==> config.mk <==
export PLATFORM = sky130hd
export DESIGN_NAME = serial_sub_recover_flat
export DESIGN_NICKNAME = d
export VERILOG_FILES = /design/src/rtl/serial_sub_recover_if.sv /design/src/rtl/serial_sub_recover.sv /design/src/flat_wrapper.sv
export SDC_FILE = /design/constraint.sdc
export NUM_CORES = 1
export LEC_CHECK = 0
export CORE_MARGIN = 2
export CORE_UTILIZATION = 45
export CTS_CLUSTER_DIAMETER = 80
export DETAILED_ROUTE_END_ITERATION = 10
export PLACE_DENSITY_LB_ADDON = 0.08
export SLEW_MARGIN = 30
export SYNTH_ARGS = -nofsm -noshare
export SYNTH_HDL_FRONTEND = slang
export SYNTH_SLANG_ARGS = --single-unit
==> constraint.sdc <==
create_clock -name clk -period 2.5 [get_ports clk]
set_input_delay 0.375 -clock clk [delete_from_list [all_inputs] [get_ports clk]]
set_output_delay 0.375 -clock clk [all_outputs]
set_load 0.005 [all_outputs]
==> src/rtl/serial_sub_recover_if.sv <==
// Start/done handshake bundle for the bit-serial subtractor.
// master drives the request side; slave is the subtractor itself.
interface serial_sub_recover_if #(
    parameter int WIDTH = 8
);
    logic             start;
    logic [WIDTH-1:0] sum_in;
    logic [WIDTH-1:0] add_in;
    logic [WIDTH-1:0] diff;
    logic             borrow;
    logic             busy;
    logic             done;

    modport master (
        output start, sum_in, add_in,
        input  diff, borrow, busy, done
    );

    modport slave (
        input  start, sum_in, add_in,
        output diff, borrow, busy, done
    );
endinterface

==> src/rtl/serial_sub_recover.sv <==
// Bit-serial subtractor recovering the unknown addend as sum - addend, LSB first,
// with an unsigned borrow flag that marks a wrapped addition.
//
// state | meaning
// IDLE  | waiting for start; outputs hold last result
// SHIFT | one difference bit per clock, WIDTH clocks
// DONE  | one-cycle done pulse, result just loaded
module serial_sub_recover #(
    parameter int WIDTH = 8
) (
    input  logic                 clk,
    input  logic                 rst,
    serial_sub_recover_if.slave  bus
);
    localparam int CW = (WIDTH > 2) ? $clog2(WIDTH) : 1;
    localparam logic [CW-1:0] LAST = CW'(WIDTH - 1);

    localparam logic [1:0] S_IDLE  = 2'd0;
    localparam logic [1:0] S_SHIFT = 2'd1;
    localparam logic [1:0] S_DONE  = 2'd2;

    logic [1:0]       r_state;
    logic [CW-1:0]    r_count;
    logic [WIDTH-1:0] r_a;
    logic [WIDTH-1:0] r_b;
    logic [WIDTH-1:0] r_res;
    logic             r_br;
    logic [WIDTH-1:0] r_diff;
    logic             r_borrow;
    logic             r_busy;
    logic             r_done;

    logic             w_d;
    logic             w_br_nxt;
    logic [WIDTH-1:0] w_res_nxt;

    // Full-subtractor cell on the current LSBs; result fills from the MSB end.
    assign w_d       = r_a[0] ^ r_b[0] ^ r_br;
    assign w_br_nxt  = (~r_a[0] & r_b[0]) | (~(r_a[0] ^ r_b[0]) & r_br);
    assign w_res_nxt = {w_d, r_res[WIDTH-1:1]};

    always_ff @(posedge clk) begin
        if (rst) begin
            r_state  <= S_IDLE;
            r_count  <= '0;
            r_a      <= '0;
            r_b      <= '0;
            r_res    <= '0;
            r_br     <= 1'b0;
            r_diff   <= '0;
            r_borrow <= 1'b0;
            r_busy   <= 1'b0;
            r_done   <= 1'b0;
        end else begin
            case (r_state)
                S_IDLE: begin
                    r_done <= 1'b0;
                    if (bus.start) begin
                        r_a     <= bus.sum_in;
                        r_b     <= bus.add_in;
                        r_res   <= '0;
                        r_br    <= 1'b0;
                        r_count <= '0;
                        r_busy  <= 1'b1;
                        r_state <= S_SHIFT;
                    end
                end
                S_SHIFT: begin
                    r_a     <= r_a >> 1;
                    r_b     <= r_b >> 1;
                    r_res   <= w_res_nxt;
                    r_br    <= w_br_nxt;
                    r_count <= r_count + CW'(1);
                    if (r_count == LAST) begin
                        r_diff   <= w_res_nxt;
                        r_borrow <= w_br_nxt;
                        r_busy   <= 1'b0;
                        r_done   <= 1'b1;
                        r_state  <= S_DONE;
                    end
                end
                S_DONE: begin
                    r_done  <= 1'b0;
                    r_state <= S_IDLE;
                end
                default: begin
                    r_busy  <= 1'b0;
                    r_done  <= 1'b0;
                    r_state <= S_IDLE;
                end
            endcase
        end
    end

    assign bus.diff   = r_diff;
    assign bus.borrow = r_borrow;
    assign bus.busy   = r_busy;
    assign bus.done   = r_done;
endmodule

==> src/flat_wrapper.sv <==
// flat-port wrapper written by rule: the top's interface ports become plain ports
module serial_sub_recover_flat 
#(
    parameter int WIDTH = 8
)
  (clk, rst, bus_start, bus_sum_in, bus_add_in, bus_diff, bus_borrow, bus_busy, bus_done);
  serial_sub_recover_if #(.WIDTH(WIDTH)) bus_i ();
  input  logic clk;
  input  logic rst;
  input wire logic [$bits(bus_i.start)-1:0] bus_start;
  input wire logic [$bits(bus_i.sum_in)-1:0] bus_sum_in;
  input wire logic [$bits(bus_i.add_in)-1:0] bus_add_in;
  output wire logic [$bits(bus_i.diff)-1:0] bus_diff;
  output wire logic [$bits(bus_i.borrow)-1:0] bus_borrow;
  output wire logic [$bits(bus_i.busy)-1:0] bus_busy;
  output wire logic [$bits(bus_i.done)-1:0] bus_done;
  assign bus_i.start = bus_start;
  assign bus_i.sum_in = bus_sum_in;
  assign bus_i.add_in = bus_add_in;
  assign bus_diff = bus_i.diff;
  assign bus_borrow = bus_i.borrow;
  assign bus_busy = bus_i.busy;
  assign bus_done = bus_i.done;
  serial_sub_recover #(.WIDTH(WIDTH)) u_core (.clk(clk), .rst(rst), .bus(bus_i));
endmodule
# Word level (Yosys, flattened, before mapping)
# Cells that the tools add are included.
op_classes:
  n_addsub: 1
  n_eq_ne: 5
  muxes: 16
  n_bitwise: 9
  n_reduce_logical: 7
op_table:
  columns: ["operator", "n"]
  rows:
  - ["8-bit one-hot mux with 2 select lines", 3]
  - ["8-bit two-way mux", 3]
  - ["3-bit one-hot mux with 2 select lines", 1]
  - ["2-bit AND reduction", 3]
  - ["2-bit two-way mux", 2]
  - ["1-bit inverter", 4]
  - ["2-bit one-hot mux with 2 select lines", 1]
  - ["3-bit by 1-bit adder with 3-bit output, second input constant", 1]
  - ["3-bit == test, second input constant", 1]
  - ["1-bit two-way mux", 3]
  - ["3-bit two-way mux", 1]
  - ["1-bit one-hot mux with 3 select lines", 1]
  - ["3-bit AND reduction", 1]
  - ["1-bit AND", 2]
  - ["2-bit by 1-bit == test with 1-bit output, second input constant", 1]
  - ["2-bit == test, second input constant", 1]
  - ["2-bit logical NOT", 1]
  - ["2-bit by 1-bit != test with 1-bit output, second input constant", 1]
  - ["2-bit != test, second input constant", 1]
  - ["1-bit one-hot mux with 2 select lines", 1]
  - ["2-bit nonzero test", 1]
  - ["2-bit OR reduction", 1]
  - ["1-bit XOR", 2]
  - ["1-bit OR", 1]
word_totals:
  ff_bits: 41
  output_inout_bits: 11
  elab_cells: 48

# Logic depth before layout (Yosys ltp)
logic_depth:
  ltp_word: 5
  mapped_depth: 6
  ltp_nobuf: 5

# Worst setup path before layout
# Ideal clock, no wire load.
synth_timing:
  path_type: "reg2reg"
  from: "register u_core.r_count[0]"
  to: "register u_core.r_borrow, in the netlist u_core.bus.borrow"
  arrival_ns: 1.214
  slack_ns: 1.201
  path_stages_with_launch: 6
  path_buffers: 1
  synth_period_minus_slack_ns: 1.299
  cell_sequence: "dfxtp_1 ha_1 ha_1 and3b_1 buf_4 a211oi_1"
synth_between:
  elab_chain_len: 2
synth_lines:
  columns: ["item", "line", "text"]
  rows:
  - ["from (decl)", "serial_sub_recover.sv:23", "logic [CW-1:0] r_count;"]
  - ["from (signal assigned)", "serial_sub_recover.sv:73", "r_count <= r_count + CW'(1);"]
  - ["3-bit == test", "serial_sub_recover.sv:74", "if (r_count == LAST) begin"]
  - ["2-bit AND reduction (no source line)", null, null]
  - ["to (signal assigned)", "serial_sub_recover.sv:76", "r_borrow <= w_br_nxt;"]
  - ["to (decl)", "serial_sub_recover.sv:29", "logic r_borrow;"]
# Every way passes these cells.
# A chain may end at the register's enable or synchronous reset.

# Final worst setup path
layout_timing:
  from: "register u_core.r_state[0]"
  to: "register u_core.r_b[4]"
layout_between:
  elab_chain_len: 3
  word_cells_on_any_way: 6
  classes_between: "eq/ne: 2; mux: 1; reduce/logical: 3"
layout_lines:
  columns: ["item", "line", "text"]
  rows:
  - ["from (decl)", "serial_sub_recover.sv:22", "logic [1:0] r_state;"]
  - ["from (signal assigned)", "serial_sub_recover.sv:44", "r_state <= S_IDLE;"]
  - ["from (signal assigned)", "serial_sub_recover.sv:65", "r_state <= S_SHIFT;"]
  - ["from (signal assigned)", "serial_sub_recover.sv:79", "r_state <= S_DONE;"]
  - ["2-bit by 1-bit == test with 1-bit output or 2-bit logical NOT (tied branches)", "serial_sub_recover.sv:55", "case (r_state)"]
  - ["2-bit nonzero test (no source line) or 2-bit != test (tied branches)", null, null]
  - ["2-bit AND reduction (no source line)", null, null]
  - ["to (signal assigned)", "serial_sub_recover.sv:60", "r_b <= bus.add_in;"]
  - ["to (signal assigned)", "serial_sub_recover.sv:70", "r_b <= r_b >> 1;"]
  - ["to (decl)", "serial_sub_recover.sv:25", "logic [WIDTH-1:0] r_b;"]
# Parallel ways exist; a longest one is shown, timed or not.

==> metrics.txt <==
Final TNS setup 0 ns; # fillers 339; final-report setup violation count 0; number of flops mapped to enable cells by yosys 0; post-synthesis average cell area 9.70 um2; sequential share of power 55.1%; CTS Hold Bufs 0; power per cell area 603 nW/um2; first-pass GRT wire length 5360 um; root buffer cell clkbuf_8; Cell variety after synth 26; Mapped Nets 195; Die X-Extent 65.1 um; critical path's top delay family buffers and inverters; Worst VDD drop 0.000413 V; CP Data Required Time 2.70 ns; Internal 0.936 mW; post-layout minimum cycle time 1.55 ns; CP Buf/Inv Count 2; n_diodes 0; first-pass detailed-route iteration total 4; share of power burned in combinational logic 12.5%; Total GRT Usage 16.8%; Final Net Count 221; number of global-route vias before repair 1,245; antenna-violating nets left 0; largest net degree at the start of global routing 32; Synth Instances 173; Synth top area share 47.7%; total grt overflow 0; fmax 644 MHz; 1st-iter DRT viols 52; clk_lat worst skew 0.29 ns; Rows 22; area leader, netlist dfxtp_1; switch share 24.6%; slowest CP cell dfxtp_1; Final Cell Area 2060 um2; total wire length 3060 um; top post-synthesis cells by count 40 x dfxtp_1, 30 x nor2_1, 16 x nand2_1; antenna violations before repair 0; slowest stage delay, CP 0.46 ns; worst slew pin tran 0.685 ns; Core ar. 3630 um2; Post-DP Area 1980 um2; Post-Syn Area 1680 um2; CTS H-tree lvls 2; worst min-delay path class reg2reg; top cells by area, synth dfxtp_1 48%, mux2i_1 8.9%, a211oi_2 7.5%; area growth from synthesis to layout 22.7%; initial core utilization 46.2%; Worst setup EP type flip-flop; # resized after CTS 0; CTS Buf Count 5; most frequent cell after synthesis dfxtp_1; DR DRC count 0; via count 1,275; fin. max-slew vios 0; CTS tree yes; Reg clk slew, reported paths 0.08 ns; WL/cell 12.4 um; Crit Path Class reg2reg; clock sinks 40; Final Hold Fails 0; hold path start u_core.bus.diff[2]; Die Area 4230 um2; total power 1.24 mW; port bufs 29; ys async rst share 0%; CP most frequent cell buf_4; setup repair bufs after CTS 0; number of vias per cell 5.16; sequential area share after synthesis 47.7%; Yosys warning total 0; number of max-cap violations 0; I/O Pins 30; Top FF cell, synth dfxtp_1; Worst Path Max Fanout 29; sw power 0.306 mW; Die H 65.1 um; max_slew headroom 54.3%; Clock power frac 32.4%; outcome completed; CP startpoint kind flip-flop; Critical Path AT 1.76 ns; #FFs+latches synth 40; global placer's final weighted congestion 0.724; Final Cycle Share 62.1%; Critical path origin u_core.r_state[0]; skew final 0.00907 ns; worst reg2reg startpoint u_core.r_state[0]; RSZ-0062 raised after global routing false; static leakage 0.755 nW; Detail Placement HPWL 2120 um; share of cells above drive strength 1 11.1%; clk buf depth 2; CP Cell Sequence buf_4 > o21ba_1 > buf_4 > nor2_1 > a211oi_2
-- final timing paths --
check,end,slack (ns),cells after the start
setup / recovery,u_core.r_b[4],0.95,5
setup reg to reg,u_core.r_b[4],0.95,5
hold / removal,u_core.bus.diff[2],0.45,2
hold reg to reg,u_core.bus.diff[2],0.45,2
-- final cells by class --
| cell class | instances | area [um2] | area share, % |
|---|---|---|---|
| clock buffer | 5 | 68.8 | 3.34 |
| sequential | 40 | 801 | 38.9 |
| multi-input combinational | 115 | 769 | 37.4 |
| timing repair buffer | 33 | 333 | 16.2 |
| clock inverter | 2 | 12.5 | 0.608 |
| tap | 48 | 60.1 | 2.92 |
| inverter | 4 | 15.0 | 0.729 |
-- layer usage --
layer  GRT usage (%)  wire, um  vias to the layer above
li1                -         -                      651
met2            28.7      1440                       23
met3            3.65       112                        9
met4            11.7        88                        0
met5               0         0                        -
met1            18.5      1430                      592
-- cells by family after synthesis --
kind of cell,share of synthesized area [%]
AND/OR/NAND/NOR,13.9
AO/OA/AOI/OAI,20.4
flip-flops,47.7
buffers and inverters,6.41
multiplexers,8.95
adder cells (fa/ha/maj),2.68
-- metrics by stage --
step                      hold WS [ns]  worst slack, ns  instances  utilization [%]
after floorplan                  0.432             1.20        173                -
after global placement           0.445            0.792        240             54.4
after detailed placement         0.448            0.706        240             54.4
after CTS                        0.459            0.921        247             56.7
after global routing             0.486            0.795        247             56.7
final                            0.453            0.946        247             56.7
-- flip-flops by register name (all words and copies together) (netlist names) --
name               count
u_core.r_state         2
u_core.r_count         3
u_core.r_res           7
u_core.r_br            1
u_core.bus.borrow      1
u_core.bus.busy        1
u_core.bus.diff        8
u_core.r_a             8
u_core.bus.done        1
u_core.r_b             8
-- tightest hold or removal path: stages (launching register included) --
cell and delay, ns:
dfxtp_1 0.31, nand2_1 0.05, a21oi_1 0.05
-- layout by cell type (no fill, tap or decap) --
cell type | Yosys | final
and3b_1 | 1 | 1
nand2_1 | 16 | 16
o21ba_1 | 1 | 1
clkinv_2 | 0 | 1
a2bb2oi_1 | 1 | 1
clkinvlp_4 | 0 | 1
a22oi_1 | 9 | 9
nand3b_1 | 3 | 3
dfxtp_1 | 40 | 40
nor3_1 | 2 | 2
inv_1 | 4 | 4
buf_12 | 0 | 1
nor2_1 | 30 | 30
ha_1 | 2 | 2
o21bai_2 | 1 | 1
fa_1 | 1 | 1
nor2b_1 | 2 | 2
o41ai_1 | 1 | 1
nand2b_1 | 1 | 1
a21oi_1 | 10 | 10
clkbuf_8 | 0 | 5
a211oi_1 | 6 | 6
o21ai_0 | 3 | 3
a211oi_2 | 10 | 10
buf_4 | 1 | 3
clkdlybuf4s50_1 | 0 | 29
mux2i_1 | 15 | 15
-- power by group through the flow --
| stage | Clock [mW] | Sequential [mW] | Combinational [mW] |
|---|---|---|---|
| floorplan | 0 | 0.693 | 0.112 |
| detailed placement | 0 | 0.699 | 0.158 |
| finish | 0.403 | 0.684 | 0.155 |
| global placement | 0 | 0.698 | 0.153 |
| global route | 0.448 | 0.687 | 0.172 |
| CTS | 0.418 | 0.684 | 0.159 |
Power figures use the tool's default switching activity.
